**src/rtl/pc_fetch_unit.sv**
```systemverilog
// Instruction-fetch stage: owns the fetch PC, issues one outstanding word read to
// instruction memory, and holds the returned word for decode until it is consumed or flushed.
module pc_fetch_unit #(
  parameter int                  DATA_WID = 32,
  parameter logic [DATA_WID-1:0] RESET_PC = '0,
  parameter logic [31:0]         NOP_INST = 32'h0000_0013
) (
  input  logic                clk,
  input  logic                rst,
  input  logic                stall,
  input  logic                flush,
  input  logic [DATA_WID-1:0] flush_pc,
  input  logic [DATA_WID-1:0] next_pc,
  input  logic                if_ready,
  output logic                if_valid,
  output logic [DATA_WID-1:0] if_pc,
  output logic [31:0]         if_inst,
  output logic                if_fault,
  output logic                imem_req,
  output logic [DATA_WID-1:0] imem_addr,
  input  logic                imem_ack,
  input  logic                imem_rvalid,
  input  logic [31:0]         imem_rdata
);

  typedef enum logic [2:0] {
    BOOT  = 3'd0,
    REQ   = 3'd1,
    WAIT  = 3'd2,
    HOLD  = 3'd3,
    DRAIN = 3'd4
  } state_t;

  state_t              state_q, state_d;
  logic [DATA_WID-1:0] pc_q, pc_d;
  logic [31:0]         inst_q, inst_d;
  logic                fault_q, fault_d;

  logic pc_misaligned;
  logic req_accepted;

  assign pc_misaligned = (pc_q[1:0] != 2'b00);
  assign req_accepted  = imem_req & imem_ack;

  always_ff @(posedge clk or negedge rst) begin
    if (!rst) begin
      state_q <= BOOT;
      pc_q    <= RESET_PC;
      inst_q  <= NOP_INST;
      fault_q <= 1'b0;
    end else begin
      state_q <= state_d;
      pc_q    <= pc_d;
      inst_q  <= inst_d;
      fault_q <= fault_d;
    end
  end

  // Flush is tested first in every state so a redirect always wins.
  always_comb begin
    state_d = state_q;
    pc_d    = pc_q;
    inst_d  = inst_q;
    fault_d = fault_q;

    unique case (state_q)
      BOOT: begin
        if (flush) begin
          pc_d = flush_pc;
        end
        state_d = REQ;
      end

      REQ: begin
        if (flush) begin
          pc_d = flush_pc;
          // An accepted request still owes us a response, so it must be absorbed.
          state_d = req_accepted ? DRAIN : REQ;
        end else if (pc_misaligned) begin
          inst_d  = NOP_INST;
          fault_d = 1'b1;
          state_d = HOLD;
        end else if (req_accepted) begin
          state_d = WAIT;
        end
      end

      WAIT: begin
        if (flush) begin
          pc_d    = flush_pc;
          state_d = imem_rvalid ? REQ : DRAIN;
        end else if (imem_rvalid) begin
          inst_d  = imem_rdata;
          fault_d = 1'b0;
          state_d = HOLD;
        end
      end

      DRAIN: begin
        if (flush) begin
          pc_d = flush_pc;
        end
        if (imem_rvalid) begin
          state_d = REQ;
        end
      end

      HOLD: begin
        if (flush) begin
          pc_d    = flush_pc;
          state_d = REQ;
        end else if (if_ready && !stall) begin
          pc_d    = next_pc;
          state_d = REQ;
        end
      end

      default: begin
        state_d = BOOT;
      end
    endcase
  end

  assign if_valid  = (state_q == HOLD);
  assign if_pc     = pc_q;
  assign if_inst   = inst_q;
  assign if_fault  = fault_q;
  assign imem_req  = (state_q == REQ) && !pc_misaligned;
  assign imem_addr = pc_q;

  // Read data may only arrive while a read is outstanding (WAIT or DRAIN).
  a_rvalid_protocol: assert property (
    @(posedge clk) disable iff (!rst)
      !(imem_rvalid && (state_q == BOOT || state_q == REQ || state_q == HOLD))
  );

endmodule
```
**config.mk**
```make
export PLATFORM = sky130hd
export DESIGN_NAME = pc_fetch_unit
export DESIGN_NICKNAME = d
export VERILOG_FILES = /design/src/rtl/pc_fetch_unit.sv
export SDC_FILE = /design/constraint.sdc
export NUM_CORES = 1
export LEC_CHECK = 0
export CORE_MARGIN = 4
export CORE_UTILIZATION = 38
export CTS_CLUSTER_DIAMETER = 150
export DETAILED_ROUTE_END_ITERATION = 8
export PLACE_DENSITY = 0.81
export SETUP_SLACK_MARGIN = 0.1
export SYNTH_ARGS = -nofsm -noshare
export SYNTH_HDL_FRONTEND = slang
export SYNTH_SLANG_ARGS = --single-unit
```
**constraint.sdc**
```tcl
create_clock -name clk -period 2.6 [get_ports clk]
set_clock_uncertainty 0.2 [all_clocks]
set_input_delay 0.52 -clock clk [delete_from_list [all_inputs] [get_ports clk]]
set_output_delay 0.52 -clock clk [all_outputs]
set_load 0.01 [all_outputs]
```
==> results of run 1 <==
through the flow:
stage	instances	power [W]
2_1_floorplan	249	0.002984
3_3_place_gp	520	0.003969
3_5_place_dp	520	0.004028
4_1_cts	536	0.004854
5_1_grt	536	0.005080
6_report	536	0.004796
routing by layer:
metal  wire length [um]  up-vias
met5                  0        -
met4                 97        0
met3                960        8
met2               4788      130
met1               3488     1247
li1                   -     1217
cell type report:
cell class | count | area, um^2
fill | 718 | 3201
sequential | 68 | 1709
multi-input combinational | 128 | 1301
inverter | 6 | 22.52
timing repair buffer | 210 | 2127
tap | 108 | 135.1
clock inverter | 2 | 10.01
clock buffer | 14 | 172.7
synth_stat cells, drive strengths merged (2+ instances only):
master,n,area [um^2]
a21oi,3,15.01
a2bb2oi,3,26.28
mux2,64,720.7
and3b,2,17.52
buf,45,379.1
clkbuf,2,7.510
nor2b,3,18.77
a22o,30,300.3
dfstp,3,78.83
and2,2,12.51
nor2,3,11.26
inv,6,22.52
dfrtp,65,1627
sequential cells by signal, indices dropped and copies added, names as in the netlist:
register / flops
if_inst: 32
if_fault: 1
if_pc: 32
state_q: 3
cells by family (layout without fill, tap and decap cells):
family,Yosys count,count (layout)
DFF,68,68
muxes,64,64
buffers and inverters,53,232
AOI/OAI and AO/OA,44,44
and+or+nand+nor,20,20
worst reg2reg max path: cells and delay by family (launching register included):
kind	cells	cell delay, ns
flip-flops	1	0.41
buffers and inverters	1	0.18
AO/OA/AOI/OAI	2	0.67
AND/OR/NAND/NOR	1	0.57
timing repair:
| item | CTS | global route |
|---|---|---|
| pin swaps | 0 | 0 |
| hold buffers | 0 | 0 |
| endpoints found under the hold margin | 0 | 0 |
| endpoints found under the setup margin | 1 | 2 |
| resized for setup | 2 | 5 |
power by group through the flow:
stage          logic (W)  registers (W)  clock network [W]
2_1_floorplan    0.00128        0.00171                  0
3_3_place_gp     0.00235        0.00162                  0
3_5_place_dp     0.00240        0.00163                  0
4_1_cts          0.00240        0.00162           0.000826
5_1_grt          0.00252        0.00168           0.000879
6_report         0.00237        0.00163           0.000793
how the worst min path moves through the flow:
stage,end,slack [ns],cells after the start
finish,if_inst[13],0.003,2
global route,if_pc[17],0.02,2
CTS,if_pc[17],0.01,2
detailed placement,if_inst[1],0.26,2
global placement,if_inst[0],0.25,2
floorplan,if_fault,0.02,0
==> impl_metrics.env, run 1 <==
export IMPL_status="finished, final reports clean"
export IMPL_max_vdd_ir_drop_mv=0.4688
export IMPL_fin_nets=526
export IMPL_grt_pass1_vias=2777
export IMPL_synth_seq_cells=68
export IMPL_clockBufferDepth=2
export IMPL_path_delay_family="buffers and inverters"
export IMPL_area_growth_pct=61.73
export IMPL_path_buf_inv=2
export IMPL_clk_latency_ns=0.33
export IMPL_finalHoldWorstSlack_ns=0.003133
export IMPL_synth_compound_area_share_pct=12.30
export IMPL_r2r_cells=4
export IMPL_crit_fanout=10
export IMPL_yosysWarnings=0
export IMPL_end_kind="output port"
export IMPL_syn_inst=249
export IMPL_yosysSeqAreaShare_pct=50.35
export IMPL_r2r_start="state_q[1]"
export IMPL_dpl_hpwl_um=7084
export IMPL_maxSlewHeadroom_pct=41.33
export IMPL_p_comb_share_pct=49.5
export IMPL_startpoint_type="flop"
export IMPL_rsz0062_at_grt="no"
export IMPL_grt_max_degree=69
export IMPL_synth_top_family_by_area="multiplexers"
export IMPL_cap_violations=0
export IMPL_final_cell_mix="199 x clkdlybuf4s50_1, 64 x mux2_2, 62 x dfrtp_1"
export IMPL_design_die_area_um2=10490
export IMPL_intPower_w=0.003280
export IMPL_endpoint="if_valid"
export IMPL_ant_nets=0
export IMPL_track_usage_pct=17.34
export IMPL_totalNegativeSetupSlack_ns=0
export IMPL_power_frac_seq_pct=34.0
export IMPL_coreArea_um2=8678
export IMPL_cts_clk_slew_worst_paths_ns=0.07
export IMPL_cellLeakagePower_nw=2.287
export IMPL_fin_crit_sh_pct=93.45
export IMPL_drc_errors=0
export IMPL_critPathSlowestCell="clkdlybuf4s50_1"
export IMPL_drive_gt1_share_pct=29.67
export IMPL_die_h_um=102.4
export IMPL_syn_num_nets=352
export IMPL_syn_area_per_cell_um2=13.60
export IMPL_required_ns=1.88
export IMPL_via_per_inst=4.854
export IMPL_busiest_layer="met2"
export IMPL_synth_edf_count=0
export IMPL_layout_commonest_cell="clkdlybuf4s50_1"
export IMPL_num_rows=34
export IMPL_rr_endpoint="if_inst[29]"
export IMPL_finalWeightedCongestion=0.8322
export IMPL_cts_made_buffers=9
export IMPL_critical_path_arrival_ns=1.71
export IMPL_switchingPower_w=0.001516
export IMPL_h_tree_depth=3
export IMPL_rrSetupSlack_ns=0.51
export IMPL_yosys_area_share_adder_pct=0
export IMPL_root_buffer="clkbuf_8"
export IMPL_fmax_ghz=0.4116
export IMPL_io_buffers=201
export IMPL_cts_num_sinks=68
export IMPL_vias=2602
export IMPL_cts_tree="yes"
export IMPL_detail_route_first_pass_iterations=5
export IMPL_yosys_area_share_simple_pct=3.990
export IMPL_ioPinCount=202
export IMPL_die_w_um=102.4
export IMPL_path_cells="buf_4, and3b_1, clkdlybuf4s50_1"
export IMPL_grtUsageMet2_pct=31.13
export IMPL_placed_area_um2=5275
export IMPL_use_met3_pct=6.348
export IMPL_final_max_slew_viol_count=0
export IMPL_place_ws_ns=0.02351
export IMPL_wire_per_inst_um=17.41
export IMPL_worst_pin_slew_ns=0.8759
export IMPL_path_class="reg -> out"
export IMPL_finalSetupViolCount=0
export IMPL_netlist_area_um2=3387
export IMPL_antenna_diode_count=0
export IMPL_wirelength_um=9334
export IMPL_grt_pass1_wl_um=13970
export IMPL_start_util_pct=39.03
export IMPL_critPathLaunch="state_q[1]"
export IMPL_synth_xor_area_share_pct=0
export IMPL_p_clk_share_pct=16.5
export IMPL_drt_iter0_drc=66
export IMPL_cp_depth=3
export IMPL_yosys_mux_area_fraction_pct=21.28
export IMPL_swShare_pct=31.61
export IMPL_cts_setup_buffers=0
export IMPL_hold_violations=0
export IMPL_layout_setup_ws_ns=0.1703
export IMPL_async_flop_share_pct=100.0
export IMPL_met1_usage_pct=19.48
export IMPL_p_per_area_nw_per_um2=875.5
export IMPL_hold_path_class="in -> async"
export IMPL_cpPeakStageDelay_ns=0.60
export IMPL_ys_flop_type="dfrtp_1"
export IMPL_netlist_cell_type_count=36
export IMPL_final_area_um2=5478
export IMPL_finalCriticalPeriod_ns=2.430
export IMPL_grt_overflow_total=0
export IMPL_final_util_pct=63.12
export IMPL_antenna_found_initial=0
No activity file was read; power rests on OpenSTA's default activity.
==> run 2, diff against run 1 <==
Settings changed: CTS_CLUSTER_DIAMETER 150 to default.
==> results of run 2 <==
Final layout, timing and power as in run 1 (identical DEF).
==> run 3, diff against run 2 <==
--- a/config.mk
+++ b/config.mk
@@ -6,5 +6,4 @@
 export NUM_CORES = 1
 export LEC_CHECK = 0
-export CORE_MARGIN = 4
 export CORE_UTILIZATION = 38
 export DETAILED_ROUTE_END_ITERATION = 8
==> constraint.sdc (replaced) <==
create_clock -name clk -period 2.6 [get_ports clk]
set_clock_uncertainty 0.2 [all_clocks]
set_input_delay 0.39 -clock clk [delete_from_list [all_inputs] [get_ports clk]]
set_output_delay 0.39 -clock clk [all_outputs]
set_load 0.01 [all_outputs]
==> impl_metrics.env, run 3 (synthesized netlist as in run 1, its figures left out) <==
export IMPL_status="finished, final reports clean"
export IMPL_area_growth_pct=60.18
export IMPL_end_kind="output port"
export IMPL_cellLeakagePower_nw=2.246
export IMPL_dpl_hpwl_um=6237
export IMPL_io_buffers=201
export IMPL_cts_num_sinks=68
export IMPL_detail_route_first_pass_iterations=4
export IMPL_die_h_um=96.41
export IMPL_via_per_inst=4.866
export IMPL_path_class="reg -> out"
export IMPL_antenna_diode_count=0
export IMPL_wire_per_inst_um=15.70
export IMPL_fillers=684
export IMPL_totalNegativeSetupSlack_ns=0
export IMPL_coreArea_um2=8678
export IMPL_cap_violations=0
export IMPL_finalSetupViolCount=0
export IMPL_clk_latency_ns=0.32
export IMPL_p_per_area_nw_per_um2=867.6
export IMPL_critical_path_arrival_ns=1.76
export IMPL_hold_path_class="reg -> reg"
export IMPL_h_tree_depth=3
export IMPL_fmax_ghz=0.4257
export IMPL_final_area_um2=5425
export IMPL_finalHoldWorstSlack_ns=0.2584
export IMPL_grt_pass1_vias=2506
export IMPL_drt_iter0_drc=84
export IMPL_start_util_pct=39.03
export IMPL_drive_gt1_share_pct=28.61
export IMPL_clockBufferDepth=2
export IMPL_drc_errors=0
export IMPL_fin_nets=523
export IMPL_final_cell_mix="200 x clkdlybuf4s50_1, 64 x mux2_2, 63 x dfrtp_1"
export IMPL_grt_pass1_wl_um=12260
export IMPL_finalCriticalPeriod_ns=2.349
export IMPL_hold_violations=0
export IMPL_path_delay_family="buffers and inverters"
export IMPL_cpPeakStageDelay_ns=0.56
export IMPL_rsz0062_at_grt="no"
export IMPL_vias=2584
export IMPL_grt_overflow_total=0
export IMPL_placed_area_um2=5233
export IMPL_num_rows=34
export IMPL_final_max_slew_viol_count=0
export IMPL_fin_crit_sh_pct=90.36
export IMPL_cts_made_buffers=9
export IMPL_layout_commonest_cell="clkdlybuf4s50_1"
export IMPL_place_inst=516
export IMPL_startpoint_type="flop"
export IMPL_path_cells="nor2b_1, and2_1, clkdlybuf4s50_1"
export IMPL_root_buffer="clkbuf_8"
export IMPL_design_die_area_um2=9295
export IMPL_cts_tree="yes"
export IMPL_die_w_um=96.41
export IMPL_required_ns=2.01
export IMPL_finalWeightedCongestion=0.6862
export IMPL_critPathSlowestCell="clkdlybuf4s50_1"
export IMPL_grt_max_degree=69
export IMPL_maxSlewHeadroom_pct=41.16
export IMPL_cts_clk_slew_worst_paths_ns=0.07
export IMPL_worst_pin_slew_ns=0.8784
export IMPL_ant_nets=0
export IMPL_final_cells=531
export IMPL_track_usage_pct=17.75
export IMPL_max_vdd_ir_drop_mv=0.3608
export IMPL_ioPinCount=202
export IMPL_antenna_found_initial=0
export IMPL_path_buf_inv=1
export IMPL_crit_fanout=9
export IMPL_wirelength_um=8339
[run 3: cell count changes in the layout (fill, tap and decap cells not counted)]
cell             delta
dfrtp_1             +1
dlymetal6s2s_1      -1
dlygate4sd3_1       +1
buf_12              -1
buf_4               -3
clkdlybuf4s50_1     +1
nor3_4              -1
nor2b_1             +1
dfrtp_2             -1
nor3_2              +1
nor2b_2             -1
clkbuf_1            -2
[run 3: through the flow]
stage / power, W / worst slack [ns] / utilization [%]
after global routing: 0.005007 / 0.1317 / 62.51
after detailed placement: 0.003959 / 0.1331 / 60.29
after floorplan: 0.002984 / 0.6955 / -
after global placement: 0.003898 / 0.1885 / 60.29
after CTS: 0.004751 / 0.1122 / 62.43
final: 0.004707 / 0.2507 / 62.51
[run 3: worst min-delay path: stages, from the launching register on]
cell and delay [ns]:
dfstp_2 0.37, inv_1 0.04, a2bb2oi_1 0.05
[run 3: path summary, 6_finish.rpt]
check	from	endpoint	slack, ns	cells past startpoint
min	if_inst[0]	if_inst[0]	0.26	2
min in group asynchronous	rst	if_pc[30]	0.41	3
max	state_q[2]	imem_req	0.25	3
max in group asynchronous	rst	if_inst[1]	1.48	3
max reg2reg	state_q[2]	if_pc[28]	0.53	4
min reg2reg	if_inst[0]	if_inst[0]	0.26	2
[run 3: timing repair]
action	in CTS	in global routing
hold endpoints to repair	65	0
buffers inserted	0	0
gates resized for setup	0	3
endpoints found under the setup margin	0	1
hold buffers	1	0
[run 3: metal layers]
| metal | global-route usage, % | wire length [um] | up-vias | part of all wire [%] |
|---|---|---|---|---|
| li1 | - | - | 1211 | - |
| met1 | 21.12 | 3292 | 1246 | 39 |
| met2 | 30.61 | 4187 | 120 | 50 |
| met3 | 5.556 | 768 | 7 | 9.2 |
| met4 | 5.637 | 91 | 0 | 1.1 |
| met5 | 0 | 0 | - | 0 |
[run 3: final cells by class]
class	count	area, um^2	share of cell area [%]
Clock inverter	2	10.01	0.1845
Clock buffer	12	165.2	3.044
Tap cell	108	135.1	2.491
Timing Repair Buffer	207	2092	38.56
Multi-Input combinational cell	128	1292	23.82
Inverter	6	22.52	0.4151
Sequential cell	68	1708	31.48
[run 3: where the power goes]
group          internal, W  total [W]  switching, W
combinational      0.00146    0.00229      0.000834
clock             0.000411   0.000782      0.000371
sequential         0.00137    0.00163      0.000266
==> RTL edit (flow settings as in run 2) <==
Set the parameter `DATA_WID` to 48 (it was 32).
--- a/src/rtl/pc_fetch_unit.sv
+++ b/src/rtl/pc_fetch_unit.sv
@@ -2,5 +2,5 @@
 // instruction memory, and holds the returned word for decode until it is consumed or flushed.
 module pc_fetch_unit #(
-  parameter int                  DATA_WID = 32,
+  parameter int                  DATA_WID = 48,
   parameter logic [DATA_WID-1:0] RESET_PC = '0,
   parameter logic [31:0]         NOP_INST = 32'h0000_0013
Interface: changed (resized flush_pc, if_pc, imem_addr and next_pc); port bits go from 202 to 266. No check against the original RTL was run, so the function may have changed too.
==> RTL edit against run 2 <==
Sequential cell count is 16 higher; wire length rose by 32%; synthesized cell count is 27% higher; die area up 23%; area after synthesis up 25%; power rose by 17%; design area rose by 27%; utilization grew 0.62 points; count of clock-buffer cells in the layout shrank 5; combinational power increased by 14%; setup slack gained 0.12 ns; first-iteration DRC count grew 120%; largest cell class unchanged; largest power group unchanged.
==> RTL edit: results (changes against run 2) <==
metric	value	unit	change
status	finished, final reports clean		
clock share of power	0.172		+0.007
All-Layer GR Usage	0.189		+0.0160
internal reg-to-reg setup slack	0.49	ns	-0.02 ns
xor/xnor share of the synthesized area	0		unchanged
DP Wirelength	9.73	mm	+37%
vias in the first global route	3729		+34%
clock latency on the worst-skew pair	0.35	ns	+0.02 ns
layout cells sized above 1	0.248		-0.0490
WL met3	1.15	mm	+20%
Synth area leaders	dfrtp_1 (48%), mux2_2 (23%), buf_4 (8.7%)		
worst hold stages	2		
fraction of registers with async set/reset	1.00		unchanged
Synth top cells by count	mux2_2 (87), dfrtp_1 (81), buf_4 (49)		
filler instances	860		+20%
Synthesized Nets	452		+28%
worst r2r path cells	5		+1
PortBufs	265		+32%
worst hold path class	flip-flop to flip-flop		
post-synth cell types	33		-8.3%
Arr. time, crit path	1.59	ns	-0.12 ns
cell total after placement	668		+28%
RePlAce Congestion	0.786		-5.5%
Post-Place Setup Slack	0.145	ns	+0.122 ns
Vias/cell	4.84		-0.22%
top-count cell post-synth	mux2_2		
clock transition at the registers of the reported paths	0.09	ns	+0.02 ns
Primary FF master, synth	dfrtp_1		
NetSw	1.78	mW	+18%
Logic power comb	2.69	mW	+14%
fin cells	685		+28%
Synth Area in Compound Gates	0.0842		-0.0388
Static Leak	2.87	nW	+26%
number of DRC markers in iteration 0	144		+120%
Yosys Warn Count	0		unchanged
DR top layer	met4		
Tightest Pin Transition	0.483	ns	-0.393 ns
Total Routed Length	12.4	mm	+32%
Comb pwr share	0.477		-0.018
multiplexer share of the synthesized area	0.263		+0.0504
# nets final	675		+28%
worst-path fanout max	4		-6
met2 wire len	6.36	mm	+33%
CTS Buffer Depth	2		unchanged
TritonCTS buffer count	9		unchanged
max FFs per register	48		
CTS root buf	clkbuf_8		
post-synthesis adder-cell area fraction	0.00236		+0.00236
largest net degree at the start of global routing	40		-42%
first-pass GRT wire length	19.2	mm	+37%
worst vdd ir	376	uV	-20%
First-pass DRT Iterations	4		-1
post-synthesis sequential area ratio	0.497		-0.00646
M1 WL	4.58	mm	+31%
initial antenna violation count	0		unchanged
syn_area_per_cell	13.4	sq um	-1.7%
htree depth	3		unchanged
Hold Slack	0.275	ns	+0.271 ns
antenna fix cells	0		unchanged
[RTL edit: through the flow]
| stage | util | area [sq um] |
|---|---|---|
| finish | 0.637 | 6940 |
| global route | 0.637 | 6940 |
| CTS | 0.637 | 6940 |
| detailed placement | 0.618 | 6720 |
| global placement | 0.618 | 6720 |
| floorplan | - | 4240 |
[RTL edit: final timing paths]
check | start | end
worst max-delay path | state_q[2] | if_valid
worst min-delay path | if_inst[0] | if_inst[0]
worst max register to register | state_q[2] | if_pc[44]
worst min register to register | if_inst[0] | if_inst[0]
max in group asynchronous | rst | if_pc[9]
min in group asynchronous | rst | if_pc[16]
[RTL edit: worst max-delay path: stages, from the launching register on]
cell             delay, ns
dfrtp_1               0.41
nor2b_4               0.15
and2_1                0.14
clkdlybuf4s50_1       0.55
[RTL edit: cells by family after synthesis]
logic type | after synthesis
simple gates | 17
buf+inv | 76
flops | 84
compound gates | 43
mux | 96
fa+ha+maj | 1
[RTL edit: cell type report]
cell class / instances / area (sq um) / share of cell area
timing repair buffer: 279 / 2790 / 0.403
sequential: 84 / 2110 / 0.304
multi-input combinational: 157 / 1620 / 0.234
tap: 140 / 175 / 0.0252
clock buffer: 9 / 124 / 0.0178
clock inverter: 7 / 82.6 / 0.0119
inverter: 9 / 33.8 / 0.00487
[RTL edit: timing repair]
item,CTS,global route
setup endpoints to repair,1,0
hold endpoints to repair,33,0
resized for setup,2,0
hold buffers,1,0
[RTL edit: layer usage]
metal / vias to the layer above / GRT usage
met5: - / 0
met4: 0 / 0.0785
met3: 18 / 0.0589
met2: 174 / 0.339
met1: 1596 / 0.207
li1: 1530 / -
